## src/rtl/lieat_axi_arbiter_n.sv

```systemverilog
// lieat_axi_arbiter_n: NCLI-client AXI4 master arbiter onto one io_master port.
// Reads use a single registered AR slot and allow one outstanding burst per client;
// R beats are routed back by rid. Writes run one at a time through a 4-state FSM.
// Optional macro LIEAT_AXI_RR_EN: round-robin arbitration with separate AR/AW pointers;
// when undefined the lowest client index wins.
module lieat_axi_arbiter_n #(
    parameter int unsigned NCLI = 2,
    parameter int unsigned AW   = 32,
    parameter int unsigned DW   = 64,
    parameter int unsigned IDW  = 4
) (
    input  logic                   clock,
    input  logic                   reset,
    // client read side
    input  logic [NCLI-1:0]        cli_arvalid,
    output logic [NCLI-1:0]        cli_arready,
    input  logic [NCLI*AW-1:0]     cli_araddr,
    input  logic [NCLI*3-1:0]      cli_arsize,
    input  logic [NCLI*8-1:0]      cli_arlen,
    output logic [NCLI-1:0]        cli_rvalid,
    input  logic [NCLI-1:0]        cli_rready,
    output logic [DW-1:0]          cli_rdata,
    output logic [1:0]             cli_rresp,
    output logic                   cli_rlast,
    // client write side
    input  logic [NCLI-1:0]        cli_awvalid,
    output logic [NCLI-1:0]        cli_awready,
    input  logic [NCLI*AW-1:0]     cli_awaddr,
    input  logic [NCLI*3-1:0]      cli_awsize,
    input  logic [NCLI*8-1:0]      cli_awlen,
    input  logic [NCLI-1:0]        cli_wvalid,
    output logic [NCLI-1:0]        cli_wready,
    input  logic [NCLI-1:0]        cli_wlast,
    input  logic [NCLI*DW-1:0]     cli_wdata,
    input  logic [NCLI*(DW/8)-1:0] cli_wstrb,
    output logic [NCLI-1:0]        cli_bvalid,
    input  logic [NCLI-1:0]        cli_bready,
    output logic [1:0]             cli_bresp,
    // SoC master AR/R
    output logic                   io_master_arvalid,
    input  logic                   io_master_arready,
    output logic [AW-1:0]          io_master_araddr,
    output logic [IDW-1:0]         io_master_arid,
    output logic [7:0]             io_master_arlen,
    output logic [2:0]             io_master_arsize,
    output logic [1:0]             io_master_arburst,
    input  logic                   io_master_rvalid,
    output logic                   io_master_rready,
    input  logic [DW-1:0]          io_master_rdata,
    input  logic [1:0]             io_master_rresp,
    input  logic                   io_master_rlast,
    input  logic [IDW-1:0]         io_master_rid,
    // SoC master AW/W/B
    output logic                   io_master_awvalid,
    input  logic                   io_master_awready,
    output logic [AW-1:0]          io_master_awaddr,
    output logic [IDW-1:0]         io_master_awid,
    output logic [7:0]             io_master_awlen,
    output logic [2:0]             io_master_awsize,
    output logic [1:0]             io_master_awburst,
    output logic                   io_master_wvalid,
    input  logic                   io_master_wready,
    output logic [DW-1:0]          io_master_wdata,
    output logic [DW/8-1:0]        io_master_wstrb,
    output logic                   io_master_wlast,
    input  logic                   io_master_bvalid,
    output logic                   io_master_bready,
    input  logic [1:0]             io_master_bresp,
    input  logic [IDW-1:0]         io_master_bid,
    output logic                   rd_err
);

    localparam int unsigned CW = (NCLI > 1) ? $clog2(NCLI) : 1;
    localparam int unsigned SB = DW / 8;

    typedef enum logic [1:0] {WIdle, WAddr, WData, WResp} wstate_e;

    // First requester found when scanning upward from start, wrapping at NCLI.
    function automatic logic [CW-1:0] pick(input logic [NCLI-1:0] req,
                                           input logic [CW-1:0] start);
        logic found;
        int   idx;
        pick  = '0;
        found = 1'b0;
        for (int i = 0; i < NCLI; i++) begin
            idx = (int'(start) + i) % NCLI;
            if (!found && req[idx]) begin
                found = 1'b1;
                pick  = CW'(idx);
            end
        end
    endfunction

    logic            slot_q, rd_err_q, ar_grant, rid_hit;
    logic [NCLI-1:0] rd_busy_q, ar_elig, rd_clr;
    logic [CW-1:0]   ar_win, ar_id_q, ar_start, aw_win, w_id_q, aw_start;
    logic [AW-1:0]   ar_addr_q, aw_addr_q;
    logic [7:0]      ar_len_q, aw_len_q;
    logic [2:0]      ar_size_q, aw_size_q;
    int              ar_sel, aw_sel, w_sel;
    logic            aw_grant;
    wstate_e         w_state_q, w_state_d;
    logic            unused_bid;

    assign unused_bid = ^io_master_bid;

`ifdef LIEAT_AXI_RR_EN
    logic [CW-1:0] ar_ptr_q, aw_ptr_q;
    assign ar_start = ar_ptr_q;
    assign aw_start = aw_ptr_q;

    // Priority restarts just after the most recent winner of each channel.
    always_ff @(posedge clock) begin
        if (reset) begin
            ar_ptr_q <= '0;
            aw_ptr_q <= '0;
        end else begin
            if (ar_grant) ar_ptr_q <= (ar_win == CW'(NCLI - 1)) ? '0 : ar_win + 1'b1;
            if (aw_grant) aw_ptr_q <= (aw_win == CW'(NCLI - 1)) ? '0 : aw_win + 1'b1;
        end
    end
`else
    assign ar_start = '0;
    assign aw_start = '0;
`endif

    // AR grant: only when the slot is empty, skipping clients with a read outstanding.
    always_comb begin
        ar_elig     = cli_arvalid & ~rd_busy_q;
        ar_win      = pick(ar_elig, ar_start);
        ar_sel      = int'(ar_win);
        ar_grant    = !reset && !slot_q && (ar_elig != '0);
        cli_arready = '0;
        if (ar_grant) cli_arready[ar_win] = 1'b1;
    end

    // R routing by rid; unknown ids are accepted and dropped.
    always_comb begin
        cli_rvalid       = '0;
        io_master_rready = 1'b1;
        rid_hit          = 1'b0;
        rd_clr           = '0;
        for (int i = 0; i < NCLI; i++) begin
            if (io_master_rid == IDW'(i)) begin
                rid_hit          = 1'b1;
                cli_rvalid[i]    = io_master_rvalid;
                io_master_rready = cli_rready[i];
                rd_clr[i]        = io_master_rvalid & cli_rready[i] & io_master_rlast;
            end
        end
    end

    // AR slot, per-client busy flags and sticky bad-rid flag.
    always_ff @(posedge clock) begin
        if (reset) begin
            slot_q    <= 1'b0;
            rd_busy_q <= '0;
            rd_err_q  <= 1'b0;
            ar_id_q   <= '0;
            ar_addr_q <= '0;
            ar_len_q  <= '0;
            ar_size_q <= '0;
        end else begin
            if (ar_grant) begin
                slot_q    <= 1'b1;
                ar_id_q   <= ar_win;
                ar_addr_q <= cli_araddr[ar_sel*AW +: AW];
                ar_len_q  <= cli_arlen[ar_sel*8 +: 8];
                ar_size_q <= cli_arsize[ar_sel*3 +: 3];
            end else if (slot_q && io_master_arready) begin
                slot_q <= 1'b0;
            end
            // Busy set and clear never hit the same client in one cycle.
            rd_busy_q <= (rd_busy_q & ~rd_clr) | cli_arready;
            if (io_master_rvalid && !rid_hit) rd_err_q <= 1'b1;
        end
    end

    assign io_master_arvalid = slot_q;
    assign io_master_araddr  = ar_addr_q;
    assign io_master_arid    = IDW'(ar_id_q);
    assign io_master_arlen   = ar_len_q;
    assign io_master_arsize  = ar_size_q;
    assign io_master_arburst = 2'b01;
    assign cli_rdata         = io_master_rdata;
    assign cli_rresp         = io_master_rresp;
    assign cli_rlast         = io_master_rlast;
    assign rd_err            = rd_err_q;

    // Write FSM next state and channel muxing for the current write owner.
    always_comb begin
        w_state_d         = w_state_q;
        aw_win            = pick(cli_awvalid, aw_start);
        aw_sel            = int'(aw_win);
        w_sel             = int'(w_id_q);
        aw_grant          = 1'b0;
        cli_awready       = '0;
        io_master_awvalid = 1'b0;
        io_master_wvalid  = 1'b0;
        io_master_wdata   = cli_wdata[w_sel*DW +: DW];
        io_master_wstrb   = cli_wstrb[w_sel*SB +: SB];
        io_master_wlast   = cli_wlast[w_id_q];
        cli_wready        = '0;
        cli_bvalid        = '0;
        io_master_bready  = 1'b0;
        unique case (w_state_q)
            WIdle: begin
                if (!reset && (cli_awvalid != '0)) begin
                    aw_grant            = 1'b1;
                    cli_awready[aw_win] = 1'b1;
                    w_state_d           = WAddr;
                end
            end
            WAddr: begin
                io_master_awvalid = 1'b1;
                if (io_master_awready) w_state_d = WData;
            end
            WData: begin
                io_master_wvalid   = cli_wvalid[w_id_q];
                cli_wready[w_id_q] = io_master_wready;
                if (cli_wvalid[w_id_q] && io_master_wready && cli_wlast[w_id_q]) begin
                    w_state_d = WResp;
                end
            end
            WResp: begin
                cli_bvalid[w_id_q] = io_master_bvalid;
                io_master_bready   = cli_bready[w_id_q];
                if (io_master_bvalid && cli_bready[w_id_q]) w_state_d = WIdle;
            end
            default: w_state_d = WIdle;
        endcase
    end

    // Write FSM state and latched AW fields.
    always_ff @(posedge clock) begin
        if (reset) begin
            w_state_q <= WIdle;
            w_id_q    <= '0;
            aw_addr_q <= '0;
            aw_len_q  <= '0;
            aw_size_q <= '0;
        end else begin
            w_state_q <= w_state_d;
            if (aw_grant) begin
                w_id_q    <= aw_win;
                aw_addr_q <= cli_awaddr[aw_sel*AW +: AW];
                aw_len_q  <= cli_awlen[aw_sel*8 +: 8];
                aw_size_q <= cli_awsize[aw_sel*3 +: 3];
            end
        end
    end

    assign io_master_awaddr  = aw_addr_q;
    assign io_master_awid    = IDW'(w_id_q);
    assign io_master_awlen   = aw_len_q;
    assign io_master_awsize  = aw_size_q;
    assign io_master_awburst = 2'b01;
    assign cli_bresp         = io_master_bresp;

endmodule

```

## config.mk

```make
export PLATFORM = sky130hd
export DESIGN_NAME = lieat_axi_arbiter_n
export DESIGN_NICKNAME = d
export VERILOG_FILES = /design/src/rtl/lieat_axi_arbiter_n.sv
export SDC_FILE = /design/constraint.sdc
export NUM_CORES = 1
export LEC_CHECK = 0
export CAP_MARGIN = 10
export CORE_AREA = 2 2 263 265
export DETAILED_ROUTE_END_ITERATION = 10
export DIE_AREA = 0 0 265 267
export DONT_BUFFER_PORTS = 1
export PLACE_DENSITY = 0.3
export SYNTH_ARGS = -nofsm -noshare
export SYNTH_HDL_FRONTEND = slang
export SYNTH_SLANG_ARGS = --single-unit
```

## constraint.sdc

```tcl
create_clock -name clock -period 1.6 [get_ports clock]
set_input_delay 0.16 -clock clock [delete_from_list [all_inputs] [get_ports clock]]
set_output_delay 0.16 -clock clock [all_outputs]
set_load 0.02 [all_outputs]
```

# [Word level (Yosys, flattened, before mapping)]
# Cells that the tools add are included.
[totals] reg_bits=94 output_inout_bits=256 elab_cells=112
[classes] n_mul=2 n_lt_le_gt_ge=6 n_eq_ne=8 shifts=8 n_mux=41 bitwise=11 reduce_logical=24
[op_table] operator="$shiftx 128x8->64" n=1
[op_table] operator="$shiftx 64x7->32" n=2
[op_table] operator="$shiftx 16x5->8" n=3
[op_table] operator="$mux 1" n=28
[op_table] operator="$mux 2" n=9
[op_table] operator="$logic_and 1x1->1" n=13
[op_table] operator="$shiftx 6x4->3" n=2
[op_table] operator="$and 2x2->2" n=4
[op_table] operator="$ne 2x2->1 const B" n=4
[op_table] operator="$pmux 2 s4" n=1
[op_table] operator="$lt 1x2->1 const B" n=3
[op_table] operator="$mul 1x2->3 const B" n=2
[op_table] operator="$reduce_bool 2->1" n=3
[op_table] operator="$logic_not 1->1" n=5
[op_table] operator="$and 1x1->1" n=4
[op_table] operator="$eq 2x2->1 const B" n=2
[op_table] operator="$eq 4x1->1 const B" n=1
[op_table] operator="$logic_not 4->1" n=1
[op_table] operator="$not 2->2" n=2
[op_table] operator="$reduce_and 4->1" n=1
[op_table] operator="$demux 1 s1" n=3
[op_table] operator="$ge 1x1->1 const B" n=3
[op_table] operator="$eq 2x1->1 const B" n=1
[op_table] operator="$logic_not 2->1" n=1
[op_table] operator="$or 2x2->2" n=1

# [Logic depth before layout (Yosys ltp)]
[depth] depth_word=12 mapped_depth=7 mapped_depth_nobuf=6

# [Least setup slack after synthesis]
# No wires, ideal clock.
[synth_path] kind="register to register" start="reg w_state_q[1]" end="reg w_state_q[0]" setup_time_ns=0.086 arrival_ns=1.408 required_ns=1.514 slack_ns=0.107 stages_incl_launch_ff=6 n_path_buf=0 period_less_slack_ns=1.493 cell_sequence="dfxtp_1 -> inv_1 -> ha_1 -> a22o_1 -> a221o_1 -> a211oi_1"
[synth_between] elab_chain_cells=3
[synth_rtl] element="start, declared" line_no="102" source="wstate_e w_state_q, w_state_d;"
[synth_rtl] element="start signal, assigned" line_no="237" source="w_state_q <= WIdle;"
[synth_rtl] element="start signal, assigned" line_no="243" source="w_state_q <= w_state_d;"
[synth_rtl] element="$eq 2x2->1 (tied with other cells)" line_no="206" source="unique case (w_state_q)"
[synth_rtl] element="$ne 2x2->1 (no line)"
[synth_rtl] element="$reduce_and 4->1 (no line)"
# Several ways; a longest one is shown, not always the timed one.
# A chain may end at the register's enable or synchronous reset.

# [Final worst setup path]
[layout_path] start="reg w_id_q" end="out io_master_wstrb[4]"
[layout_between] elab_chain_cells=1
[layout_rtl] element="start, declared" line_no="96" source="logic [CW-1:0] ar_win, ar_id_q, ar_start, aw_win, w_id_q, aw_start;"
[layout_rtl] element="start signal, assigned" line_no="245" source="w_id_q <= aw_win;"
[layout_rtl] element="$shiftx 16x5->8" line_no="201" source="io_master_wstrb = cli_wstrb[w_sel*SB +: SB];"
[layout_rtl] element="end, declared" line_no="64" source="output logic [DW/8-1:0] io_master_wstrb,"
# No other way between the ends.

==> metrics.md <==
| Metric | Value |
|---|---|
| Max Root-Sink Buffers | 2 |
| Count of non-filler cells in the finished layout | 1490 |
| Synth top area share | 32.3% |
| Total Routing Usage GR | 9.26% |
| Nets | 1018 |
| CP Cell Sequence | buf_12, buf_8, mux2_4 |
| Number of buffer and inverter stages on the critical path | 2 |
| I/O Buffers | 0 |
| Filler cells | 7722 |
| RSZ-0062 raised after global routing | yes |
| H-Tree Depth | 3 |
| Synth Area per Inst | 9.45 um^2 |
| Max-Cap Viols | 0 |
| Core area | about 0.068 mm^2 |
| Worst setup path start | w_id_q$_SDFFE_PP0P_ |
| Max Slew Vio Count | 0 |
| Post-route minimum period | ~1.7 ns |
| Commonest non-fill, non-tap cell in the layout | dfxtp_1 |
| Starting Density | around 8.6% |
| Commonest non-fill, non-tap cells in the layout | dfxtp_1 (89), mux2i_1 (80), mux2_4 (72) |
| Largest net degree at the start of global routing | 95 |
| First-pass GRT wire length | 42400 um |
| R2R Setup Slk | 0.01 ns |
| Sequential share of the synthesized area | 32.3% |
| Arrival @ worst endpoint | 1.54 ns |
| Setup WS post-layout | -0.101 ns |
| Status | complete, but fails checks |
| Share of cells above drive strength 1 | 46.0% |
| Dpl cells | 1422 |
| CP max stage cell | mux2_4 |
| CP top delay family | multiplexers |
| Die area | approximately 0.07 mm^2 |
| Worst setup endpoint | io_master_wstrb[4] |
| Number of global-route vias before repair | 4614 |
| Hold_sp | reset |
| Row count | 96 |
| Ys Warns | 0 |
| Fmax | 588 MHz |
| Clk sink count | 94 |
| Ys async rst share | 0% |
| Clock latency on the worst-skew pair | 0.40 ns |
| Cts hold-fix bufs | 2 |
| First-pass DRT Iterations | 4 |
| Setup crit end kind | primary output |
| Critical path launch point type | register |
| Netlist area before placement | 0.00583 mm^2 |
| Worst R2R End | w_state_q[0]$_SDFFE_PP0P_ |
| DR vias/cell | 3.17 |
| Synth Register Bits | between 90 and 100 |
| Layout Utilization | between 10% and 20% |
| Leakage Power | 3.17 nW |
| Area Overhead vs Synth | 44.9% |
| CP max FO | 14 |
| Initial antenna violation count | 3 |
| Hold_ws | -0.158 ns |
| Failing checks | hold timing, setup timing |
| CTS tree | yes |
| Ranking of synthesized cells by area | dfxtp_1 (32%), mux2i_1 (15%), mux2_2 (14%) |
| R2R cell count | 6 |
| Die Span Y | 267 um |
| Gpl congestion | 0.746 |
| Root buffer cell | clkbuf_16 |
| Placed cell area | 0.00655 mm^2 |
| Final hold vios | 65 |
| Syn Inst Count | 617 |
| HPWL after DPL | 26400 um |
| CTS Buf Count | 9 |
| Pwr dens | 1280 mW/mm^2 |
| Total Power | 10.8 mW |
| HP Class | primary input to register |
| Post-synth EDFFs | 0 |
| VDD IR-drop max | around 0.00042 V |
| DRT antenna net count | 0 |
| Levels on crit path | 3 |
| DRT Wirelength | 36200 um |
| Leading area contributor after synthesis | dfxtp_1 |
| Via count | 4726 |
| Chip width | 265 um |
| CTS clk-pin slew, worst paths | 0.09 ns |
| Top FF cell, synth | dfxtp_1 |
| Worst setup path class | register to primary output |
| Initial drt markers | 143 |
| Fin crit share | 106% |
| Io pins | 668 |
| DRC violations left | 0 |
| Final number of setup-violating endpoints | between 70 and 80 |
| Critical Path Max Stage Delay | 0.40 ns |
| Global route overflow | 0 |
| Library cells used by synthesis | 36 |
| Routed len/inst | about 24 um |
| Post-route design area | 0.00844 mm^2 |
| Clk_skew | 0.0236 ns |
| R2R Path Start | w_id_q$_SDFFE_PP0P_ |
| Crit path required time | 1.44 ns |
-- cell usage after synthesis, types with 4 or more instances --
library cell,n
and3_1,4
dfxtp_1,94
inv_1,6
mux2i_1,90
nor2_1,92
clkbuf_1,19
nor2b_1,4
buf_4,87
ha_1,5
buf_2,15
buf_6,4
a211oi_1,86
nand2_1,5
mux2_2,72
-- what timing repair did --
action | CTS | global route
gates resized for setup | 138 | 105
cloned | 7 | 8
pin swaps | 21 | 42
setup buffers | 25 | 11
setup endpoints to repair | 102 | 161
endpoints found under the hold margin | 90 | 88
-- worst min-delay path by stage --
stage	to	slack, ns	cells past startpoint
floorplan	rd_err$_SDFFE_PP0P_	0.30	2
global placement	io_master_araddr[1]$_SDFFE_PP0P_	0.24	1
detailed placement	io_master_araddr[1]$_SDFFE_PP0P_	0.25	1
CTS	w_state_q[0]$_SDFFE_PP0P_	-0.20	1
global route	io_master_araddr[1]$_SDFFE_PP0P_	-0.20	1
finish	io_master_araddr[6]$_SDFFE_PP0P_	-0.16	1
-- state kept, by name, summed over array words and instances, names as in the netlist --
signal / flops
ar_id_q: 1
io_master_araddr: 32
io_master_arlen: 8
io_master_arsize: 3
io_master_arvalid: 1
io_master_awaddr: 32
io_master_awlen: 8
io_master_awsize: 3
rd_busy_q: 2
rd_err: 1
w_id_q: 1
w_state_q: 2
-- per-layer routing --
layer  vias to the layer above  track usage [%]  wire length, um
li1                       2073                -                -
met5                         -                0                0
met1                      2258             10.1            14000
met3                        41             2.90             2490
met2                       354             16.5            18600
met4                         0             3.85             1150
-- area by class of cell --
cell class	count	area (um^2)	area share [%]
clock inverter	6	68.8	0.815
timing repair buffer	93	1340	15.8
antenna	2	5.00	0.0593
multi-input combinational	397	3780	44.8
clock buffer	10	229	2.71
inverter	6	25.0	0.296
sequential	94	1890	22.4
tap	882	1100	13.1
-- where the power goes --
group / internal (mW) / leakage [nW] / total [mW] / switching (mW)
sequential: 2.81 / 0.781 / 3.70 / 0.883
clock: 1.24 / 0.149 / 2.48 / 1.24
combinational: 2.26 / 2.24 / 4.60 / 2.34
total: 6.31 / 3.17 / 10.8 / 4.46
-- stage by stage --
| step | setup WS [ns] | hold WS (ns) | setup TNS [ns] |
|---|---|---|---|
| 3_5_place_dp | -0.00477 | 0.245 | -0.00837 |
| 6_report | -0.101 | -0.158 | -3.53 |
| 3_3_place_gp | 0.0219 | 0.244 | 0 |
| 5_1_grt | -0.169 | -0.203 | -9.93 |
| 2_1_floorplan | 0.107 | 0.301 | 0 |
| 4_1_cts | -0.148 | -0.202 | -8.82 |
-- cells by family after synthesis --
kind of cell / count (synthesis) / synth area share, %
other: 2 / 0.129
AO/OA/AOI/OAI: 99 / 12.8
flip-flops: 94 / 32.3
multiplexers: 163 / 29.6
buffers and inverters: 134 / 15.1
adder cells (fa/ha/maj): 5 / 1.07
AND/OR/NAND/NOR: 120 / 9.10
No activity file was read; power rests on OpenSTA's default activity.
